**config.mk**
```make
export PLATFORM = sky130hd
export DESIGN_NAME = log_dump_controller
export DESIGN_NICKNAME = d
export VERILOG_FILES = /design/src/rtl/log_dump_controller.sv
export SDC_FILE = /design/constraint.sdc
export NUM_CORES = 1
export LEC_CHECK = 0
export CORE_MARGIN = 3
export CORE_UTILIZATION = 50
export CTS_BUF_LIST = sky130_fd_sc_hd__clkbuf_16
export DETAILED_ROUTE_END_ITERATION = 16
export GPL_TIMING_DRIVEN = 0
export PLACE_DENSITY_LB_ADDON = 0.15
export SYNTH_ARGS = -nofsm -noshare
export SYNTH_HDL_FRONTEND = slang
export SYNTH_SLANG_ARGS = --single-unit
export TNS_END_PERCENT = 30
```
**constraint.sdc**
```tcl
create_clock -name clk -period 2.1 [get_ports clk]
set_input_delay 0.42 -clock clk [delete_from_list [all_inputs] [get_ports clk]]
set_output_delay 0.42 -clock clk [all_outputs]
set_load 0.01 [all_outputs]
```
**src/rtl/log_dump_controller.sv**
```systemverilog
// Drains the signal-log FIFO to a byte-wide UART: each word goes out MSB byte first,
// followed by a 0x0A terminator. Also sequences FIFO flushes, on request or after a dump.
module log_dump_controller #(
  parameter int DATA_WIDTH   = 32,
  parameter int WAIT_LIMIT   = 4,
  parameter int MAX_ENTRIES  = 256,
  parameter int FLUSH_CYCLES = 256,
  parameter bit AUTO_FLUSH   = 1'b0
) (
  input  logic                  clk,
  input  logic                  rst,
  input  logic                  dump_req,
  input  logic                  clear_req,
  input  logic                  log_empty,
  input  logic                  line_trans_en,
  input  logic [DATA_WIDTH-1:0] read_data,
  input  logic                  tx_busy,
  output logic                  read_en,
  output logic                  line_transmitted,
  output logic                  flush,
  output logic [7:0]            tx_data,
  output logic                  tx_start,
  output logic                  dump_active,
  output logic                  dump_done,
  output logic [15:0]           line_count
);

  localparam int BYTES = DATA_WIDTH / 8;
  localparam int EW    = $clog2(MAX_ENTRIES + 1);
  localparam int WW    = $clog2(WAIT_LIMIT + 1);
  localparam int BW    = $clog2(BYTES + 1);

  localparam logic [EW-1:0] ENTRY_MAX  = EW'(MAX_ENTRIES);
  localparam logic [WW-1:0] WAIT_LAST  = WW'(WAIT_LIMIT - 1);
  localparam logic [BW-1:0] BYTE_TERM  = BW'(BYTES);
  localparam logic [8:0]    FLUSH_LAST = 9'(FLUSH_CYCLES - 1);

  typedef enum logic [2:0] {
    IDLE      = 3'd0,
    ISSUE     = 3'd1,
    WAIT_DATA = 3'd2,
    SEND_BYTE = 3'd3,
    WAIT_TX   = 3'd4,
    DONE      = 3'd5,
    FLUSH     = 3'd6
  } state_t;

  state_t                state_r;
  logic [EW-1:0]         entry_cnt_r;
  logic [WW-1:0]         wait_cnt_r;
  logic [BW-1:0]         byte_idx_r;
  logic [DATA_WIDTH-1:0] shift_r;
  logic [8:0]            flush_cnt_r;
  logic                  tx_skip_r;
  logic                  end_of_dump_s;

  assign end_of_dump_s = log_empty || (entry_cnt_r == ENTRY_MAX);

  // Controller FSM; every output is a register set on the transition into its state.
  always_ff @(posedge clk or negedge rst) begin
    if (!rst) begin
      state_r          <= IDLE;
      entry_cnt_r      <= '0;
      wait_cnt_r       <= '0;
      byte_idx_r       <= '0;
      shift_r          <= '0;
      flush_cnt_r      <= 9'd0;
      tx_skip_r        <= 1'b0;
      read_en          <= 1'b0;
      line_transmitted <= 1'b0;
      flush            <= 1'b0;
      tx_data          <= 8'h00;
      tx_start         <= 1'b0;
      dump_active      <= 1'b0;
      dump_done        <= 1'b0;
      line_count       <= 16'd0;
    end else begin
      case (state_r)
        IDLE: begin
          if (clear_req) begin
            state_r     <= FLUSH;
            flush       <= 1'b1;
            flush_cnt_r <= 9'd0;
            dump_active <= 1'b1;
          end else if (dump_req) begin
            line_count  <= 16'd0;
            entry_cnt_r <= '0;
            dump_active <= 1'b1;
            if (log_empty) begin
              state_r   <= DONE;
              dump_done <= 1'b1;
            end else begin
              state_r          <= ISSUE;
              read_en          <= 1'b1;
              line_transmitted <= 1'b1;
            end
          end else begin
            state_r <= IDLE;
          end
        end
        ISSUE: begin
          read_en          <= 1'b0;
          line_transmitted <= 1'b0;
          entry_cnt_r      <= entry_cnt_r + EW'(1);
          wait_cnt_r       <= '0;
          state_r          <= WAIT_DATA;
        end
        WAIT_DATA: begin
          if (line_trans_en) begin
            shift_r    <= read_data;
            byte_idx_r <= '0;
            state_r    <= SEND_BYTE;
          end else if (wait_cnt_r == WAIT_LAST) begin
            // No data in time: the entry counts as issued but produces no line.
            if (end_of_dump_s) begin
              state_r   <= DONE;
              dump_done <= 1'b1;
            end else begin
              state_r          <= ISSUE;
              read_en          <= 1'b1;
              line_transmitted <= 1'b1;
            end
          end else begin
            wait_cnt_r <= wait_cnt_r + WW'(1);
          end
        end
        SEND_BYTE: begin
          if (!tx_busy) begin
            tx_start  <= 1'b1;
            tx_data   <= (byte_idx_r == BYTE_TERM) ? 8'h0A : shift_r[DATA_WIDTH-1 -: 8];
            tx_skip_r <= 1'b1;
            state_r   <= WAIT_TX;
          end else begin
            state_r <= SEND_BYTE;
          end
        end
        WAIT_TX: begin
          tx_start <= 1'b0;
          // The UART raises tx_busy one cycle late, so the first cycle here is blind.
          if (tx_skip_r) begin
            tx_skip_r <= 1'b0;
          end else if (!tx_busy) begin
            if (byte_idx_r != BYTE_TERM) begin
              shift_r    <= {shift_r[DATA_WIDTH-9:0], 8'h00};
              byte_idx_r <= byte_idx_r + BW'(1);
              state_r    <= SEND_BYTE;
            end else begin
              if (line_count != 16'hFFFF) begin
                line_count <= line_count + 16'd1;
              end else begin
                line_count <= line_count;
              end
              if (end_of_dump_s) begin
                state_r   <= DONE;
                dump_done <= 1'b1;
              end else begin
                state_r          <= ISSUE;
                read_en          <= 1'b1;
                line_transmitted <= 1'b1;
              end
            end
          end else begin
            state_r <= WAIT_TX;
          end
        end
        DONE: begin
          dump_done <= 1'b0;
          if (AUTO_FLUSH) begin
            state_r     <= FLUSH;
            flush       <= 1'b1;
            flush_cnt_r <= 9'd0;
          end else begin
            state_r     <= IDLE;
            dump_active <= 1'b0;
          end
        end
        FLUSH: begin
          if (flush_cnt_r == FLUSH_LAST) begin
            flush       <= 1'b0;
            dump_active <= 1'b0;
            state_r     <= IDLE;
          end else begin
            flush_cnt_r <= flush_cnt_r + 9'd1;
          end
        end
        default: begin
          state_r          <= IDLE;
          read_en          <= 1'b0;
          line_transmitted <= 1'b0;
          flush            <= 1'b0;
          tx_start         <= 1'b0;
          dump_active      <= 1'b0;
          dump_done        <= 1'b0;
        end
      endcase
    end
  end

endmodule
```
# Yosys cells after proc, flatten, opt, wreduce, memory -nomap -nowiden
# Cells that the tools add are included.
# Widths: inputs -> output; s select.
[word_totals]
in_bits = 39
reg_bits = 90
elab_cells = 158
output_inout_bits = 30
[op_classes]
mux = 75
n_bitwise = 6
n_reduce_logical = 26
n_addsub = 5
n_eq_ne = 31
[ops]
columns = ["operator", "count"]
rows = [
  ["$mux 32", 4],
  ["$mux 16", 6],
  ["$pmux 32 s2", 1],
  ["$mux 3", 17],
  ["$mux 9", 4],
  ["$pmux 9 s2", 2],
  ["$ne 2x2->1 const B", 17],
  ["$pmux 16 s2", 1],
  ["$mux 1", 29],
  ["$add 9x1->9 const B", 2],
  ["$pmux 3 s6", 1],
  ["$reduce_and 3->1", 6],
  ["$reduce_and 9->1", 2],
  ["$add 16x1->16 const B", 1],
  ["$ne 16x16->1 const B", 1],
  ["$eq 3x3->1 const B", 4],
  ["$pmux 1 s4", 3],
  ["$pmux 3 s2", 2],
  ["$reduce_bool 2->1", 6],
  ["$reduce_or 5->1", 2],
  ["$eq 3x2->1 const B", 3],
  ["$eq 9x8->1 const B", 1],
  ["$eq 9x9->1 const B", 1],
  ["$ne 3x3->1 const B", 3],
  ["other kinds (13)", 24],
]

# Depth between registers and ports, before layout
[logic_depth]
depth_word = 7
depth_mapped = 7
mapped_depth_nobuf = 7

# Worst setup path before layout
# Ideal clock, no wire load.
[synth_timing]
path_kind = "flip-flop to flip-flop"
from = "register byte_idx_r[0]"
to = "register shift_r[14]"
setup_slack_ps = 111
setup_ps = 125
required_ps = 1975
stages_incl_launch_ff = 8
t_arrival_ps = 1864
path_buffers = 1
period_less_slack_ps = 1989
cell_sequence = "dfrtp_1 > inv_1 > ha_1 > a211oi_1 > nand2b_1 > a21oi_4 > buf_4 > mux2_2"
[synth_between]
elab_chain_len = 3
[synth_rtl]
columns = ["element", "line_no", "rtl"]
rows = [
  ["start, declared", "51", "logic [BW-1:0] byte_idx_r;"],
  ["start signal, assigned", "145", "byte_idx_r <= byte_idx_r + BW'(1);"],
  ["$ne 3x3->1", "143", "if (byte_idx_r != BYTE_TERM) begin"],
  ["$ne 2x2->1 (no source line)", "-", ""],
  ["$reduce_and 5->1 (no source line)", "-", ""],
  ["end signal, assigned", "110", "shift_r <= read_data;"],
  ["end signal, assigned", "144", "shift_r <= {shift_r[DATA_WIDTH-9:0], 8'h00};"],
  ["end, declared", "52", "logic [DATA_WIDTH-1:0] shift_r;"],
]
# Every way passes these cells.
# A chain may end at the register's enable or synchronous reset.

# Worst setup path in the final report
[layout_timing]
from = "register byte_idx_r[0]"
to = "register line_count[15]"
[layout_between]
elab_chain_len = 3
[layout_rtl]
columns = ["element", "line_no", "rtl"]
rows = [
  ["$ne 3x3->1", "143", ""],
  ["$ne 2x2->1 (no source line)", "-", ""],
  ["$reduce_and 7->1 (no source line)", "-", ""],
  ["end signal, assigned", "149", "line_count <= line_count + 16'd1;"],
  ["end signal, assigned", "151", "line_count <= line_count;"],
  ["end, declared", "25", "output logic [15:0] line_count"],
]
# Every way passes these cells.

==> results.cfg <==
[cts]
clk_latency_ns = 0.33
worst_setup_hold_path_clk_slew_ns = 0.07
cts_htree_levels = 3
maximum_buffer_depth_of_the_clock_tree = 2
cts_made_buffers = 9
clock-root-buffer = sky130_fd_sc_hd__clkbuf_16
tritoncts = done
cts_sinks = 89

[place]
numPortBuffers = 66
dp.final_hpwl_um = 8110
finalWeightedCongestion = 0.816
cell_count_after_placement = 704

[global_route]
first_global_vias = 4074
grt_max_degree = 54
gr_ovfl_total = 0
grt_first_pass_wirelength_um = 19500
antenna_violations_before_repair = 0
globalRouteTotalUtil_pct = 21.5

[timing]
timing.fmax_mhz = 500
grt_setup_unrepaired = true
max_slew_headroom_pct = 52.9
setup_viol_count_final = 0
final_min_period_over_clock_period_pct = 95.2
fin_tns_setup_ns = 0
hold_violation_count_in_the_final_report = 0
report.final.slew_viol_count = 0
layout_min_cycle_time_ns = 2.00
clock_skew_ns = 0.00887
fin_worst_hold_slack_ns = 0.0439
tightest_slew_ns = 0.704

[hold_path]
min-delay-path-class = in -> async

[logic_synthesis]
post-synth-top-area-fraction_pct = 46.1
synth_edf_count = 0
syn_area_per_cell_um2 = 9.51
yosys-top-cells-count = 123 x sky130_fd_sc_hd__nand2_1, 89 x sky130_fd_sc_hd__dfrtp_1, 35 x sky130_fd_sc_hd__o21ai_0
yosys_most_used_dff = sky130_fd_sc_hd__dfrtp_1
synth_area_in_adders_pct = 2.33
synth_fp_nets = 556
synth-seq-cells = 89
synth-async-reset-ratio_pct = 100
netlist-cell-type-count = 58
yosys_warnings = 0
synth-compound-area-share_pct = 15.1
post_synth_mux_area_share_pct = 7.93
cells_after_synthesis = 508
post_synth_instance_area_um2 = 4830
synth_simple_gate_area_share_pct = 23.3
ys_top_cells_by_area = sky130_fd_sc_hd__dfrtp_1 46%, sky130_fd_sc_hd__nand2_1 9.6%, sky130_fd_sc_hd__mux2_2 6.1%
synth_xor_area_share_pct = 1.45
synthMostInstantiatedCell = sky130_fd_sc_hd__nand2_1
synth_top_family_by_area = simple AND/OR/NAND/NOR gates
synth_area_leader_cell = sky130_fd_sc_hd__dfrtp_1
sequential_area_share_after_synthesis_pct = 46.1

[floorplanning]
initial_utilization_pct = 51.8
die_x_um = 104
floorplan.die_area_um2 = 10900
core-area_um2 = 9330
io-pin-count = 69
chipHeight_um = 104
num_rows = 35

[critical_path]
worstPathArrival_ns = 2.26
cpPeakStageDelay_ns = 0.52
cp-start-kind = flip-flop
critical_path_peak_fanout = 7
setup.worst_path.class = reg -> reg
critical_path.top_delay_family = simple AND/OR/NAND/NOR gates
critPathBufInv = 1
end_kind = flip-flop
critical-path-slowest-cell = sky130_fd_sc_hd__or4_1
worstPathRequired_ns = 2.36
crit_chain = inv_1 -> ha_2 -> and4bb_2 -> nand4_4 -> or4_1 -> a21oi_1

[routing]
viasPerCell = 5.70
detailroute.via_count = 4113
drcViolationCount = 0
drt_wl_total_um = 11400
route.detailed.wl_per_inst_um = 15.8
drtPass1Iterations = 4
antenna_violating_nets_post_route = 0
drtIter0Drc = 210

[pwr]
power.switching_fraction_pct = 36.5
p_sw_w = 0.00253
power_per_cell_area_nw_per_um2 = 1150
share_comb_of_total_power_pct = 40.1
static-leakage-power_nw = 2.61
power.ir.vdd_worst_mv = 0.552
internal_power_contribution_w = 0.00439
seq_power_share_pct = 38.3
clkPwrFrac_pct = 21.7

[cells_and_area]
layout.cells.non_filler = 722
postLayoutCoreUtil_pct = 64.7
finish.net_count = 636
area.growth.synth_to_final_pct = 24.9
antennaDiodeCount = 0
drive_gt1_share_pct = 14.3

[outcome]
outcome = finished, final reports clean

[job]
max_cap_violations = 0
-- sequential cells by signal, summed over array words and instances, names as in the netlist, 3 cells and up --
register,flops
entry_cnt_r,9
byte_idx_r,3
shift_r,32
state_r,3
line_count,16
tx_data,8
flush_cnt_r,9
wait_cnt_r,3
-- worst paths after layout --
| kind | from | end | slack (ns) | cells after the start |
|---|---|---|---|---|
| min in group clk | tx_data[0]$_DFFE_PN0P_ | tx_data[0]$_DFFE_PN0P_ | 0.49 | 2 |
| min | rst | entry_cnt_r[0]$_DFFE_PN0P_ | 0.04 | 1 |
| max in group asynchronous | rst | shift_r[3]$_DFFE_PN0P_ | 1.42 | 2 |
| min reg2reg | tx_data[0]$_DFFE_PN0P_ | tx_data[0]$_DFFE_PN0P_ | 0.49 | 2 |
| max | byte_idx_r[0]$_DFFE_PN0P_ | line_count[15]$_DFFE_PN0P_ | 0.1 | 6 |
| max reg2reg | byte_idx_r[0]$_DFFE_PN0P_ | line_count[15]$_DFFE_PN0P_ | 0.1 | 6 |
-- through the flow --
stage / worst slack (ns) / power (W) / area (µm²)
6_report: 0.0999 / 0.00692 / 6040
5_1_grt: -0.0342 / 0.00740 / 6040
4_1_cts: 0.0267 / 0.00690 / 5970
3_5_place_dp: -0.286 / 0.00537 / 5680
3_3_place_gp: -2.70 / 0.00528 / 5650
2_1_floorplan: 0.111 / 0.00446 / 4830
-- timing repair --
item | CTS | global route
resized for setup | 1 | 12
buffers inserted | 1 | 1
pin swaps | 1 | 1
hold buffers | 0 | 0
setup endpoints to repair | 18 | 54
-- kinds of logic (layout without fill, tap and decap cells) --
family | count (synthesis) | after routing
XOR/XNOR | 8 | 8
flip-flops | 89 | 89
multiplexers | 35 | 35
AND/OR/NAND/NOR | 220 | 220
adder cells (fa/ha/maj) | 9 | 9
AO/OA/AOI/OAI | 107 | 107
buffers and inverters | 40 | 125
-- per-layer routing --
metal	GRT usage (%)	part of all wire (%)	vias up
met5	0	0	-
met4	7.41	1.9	0
met3	3.41	4.1	19
met2	34.3	47	116
met1	29.9	47	1995
li1	-	-	1983
-- placed cells by master, fill, tap and decap left out, types with 12 or more instances in the layout --
cell type and n:
sky130_fd_sc_hd__a21oi_1 19, sky130_fd_sc_hd__dfrtp_1 89, sky130_fd_sc_hd__inv_1 14, sky130_fd_sc_hd__nor2_1 18, sky130_fd_sc_hd__nand2_1 123, sky130_fd_sc_hd__buf_2 12
sky130_fd_sc_hd__mux2_2 26, sky130_fd_sc_hd__a22o_1 13, sky130_fd_sc_hd__clkdlybuf4s50_1 65, sky130_fd_sc_hd__o21ai_0 35
-- cell type report --
cell class	instances	area, µm²
Clock buffer	9	225
Tap cell	129	161
Fill cell	769	3290
Sequential cell	89	2230
Clock inverter	7	53.8
Timing Repair Buffer	69	701
Inverter	14	52.6
Multi-Input combinational cell	379	2480
Buffer	26	136
-- power by group through the flow --
stage	Clock (W)	Combinational, W	Sequential, W
5_1_grt	0.00158	0.00310	0.00273
2_1_floorplan	0	0.00185	0.00261
3_5_place_dp	0	0.00270	0.00267
3_3_place_gp	0	0.00263	0.00264
6_report	0.00150	0.00277	0.00265
4_1_cts	0.00152	0.00274	0.00264
(Power assumes the default switching activity.)
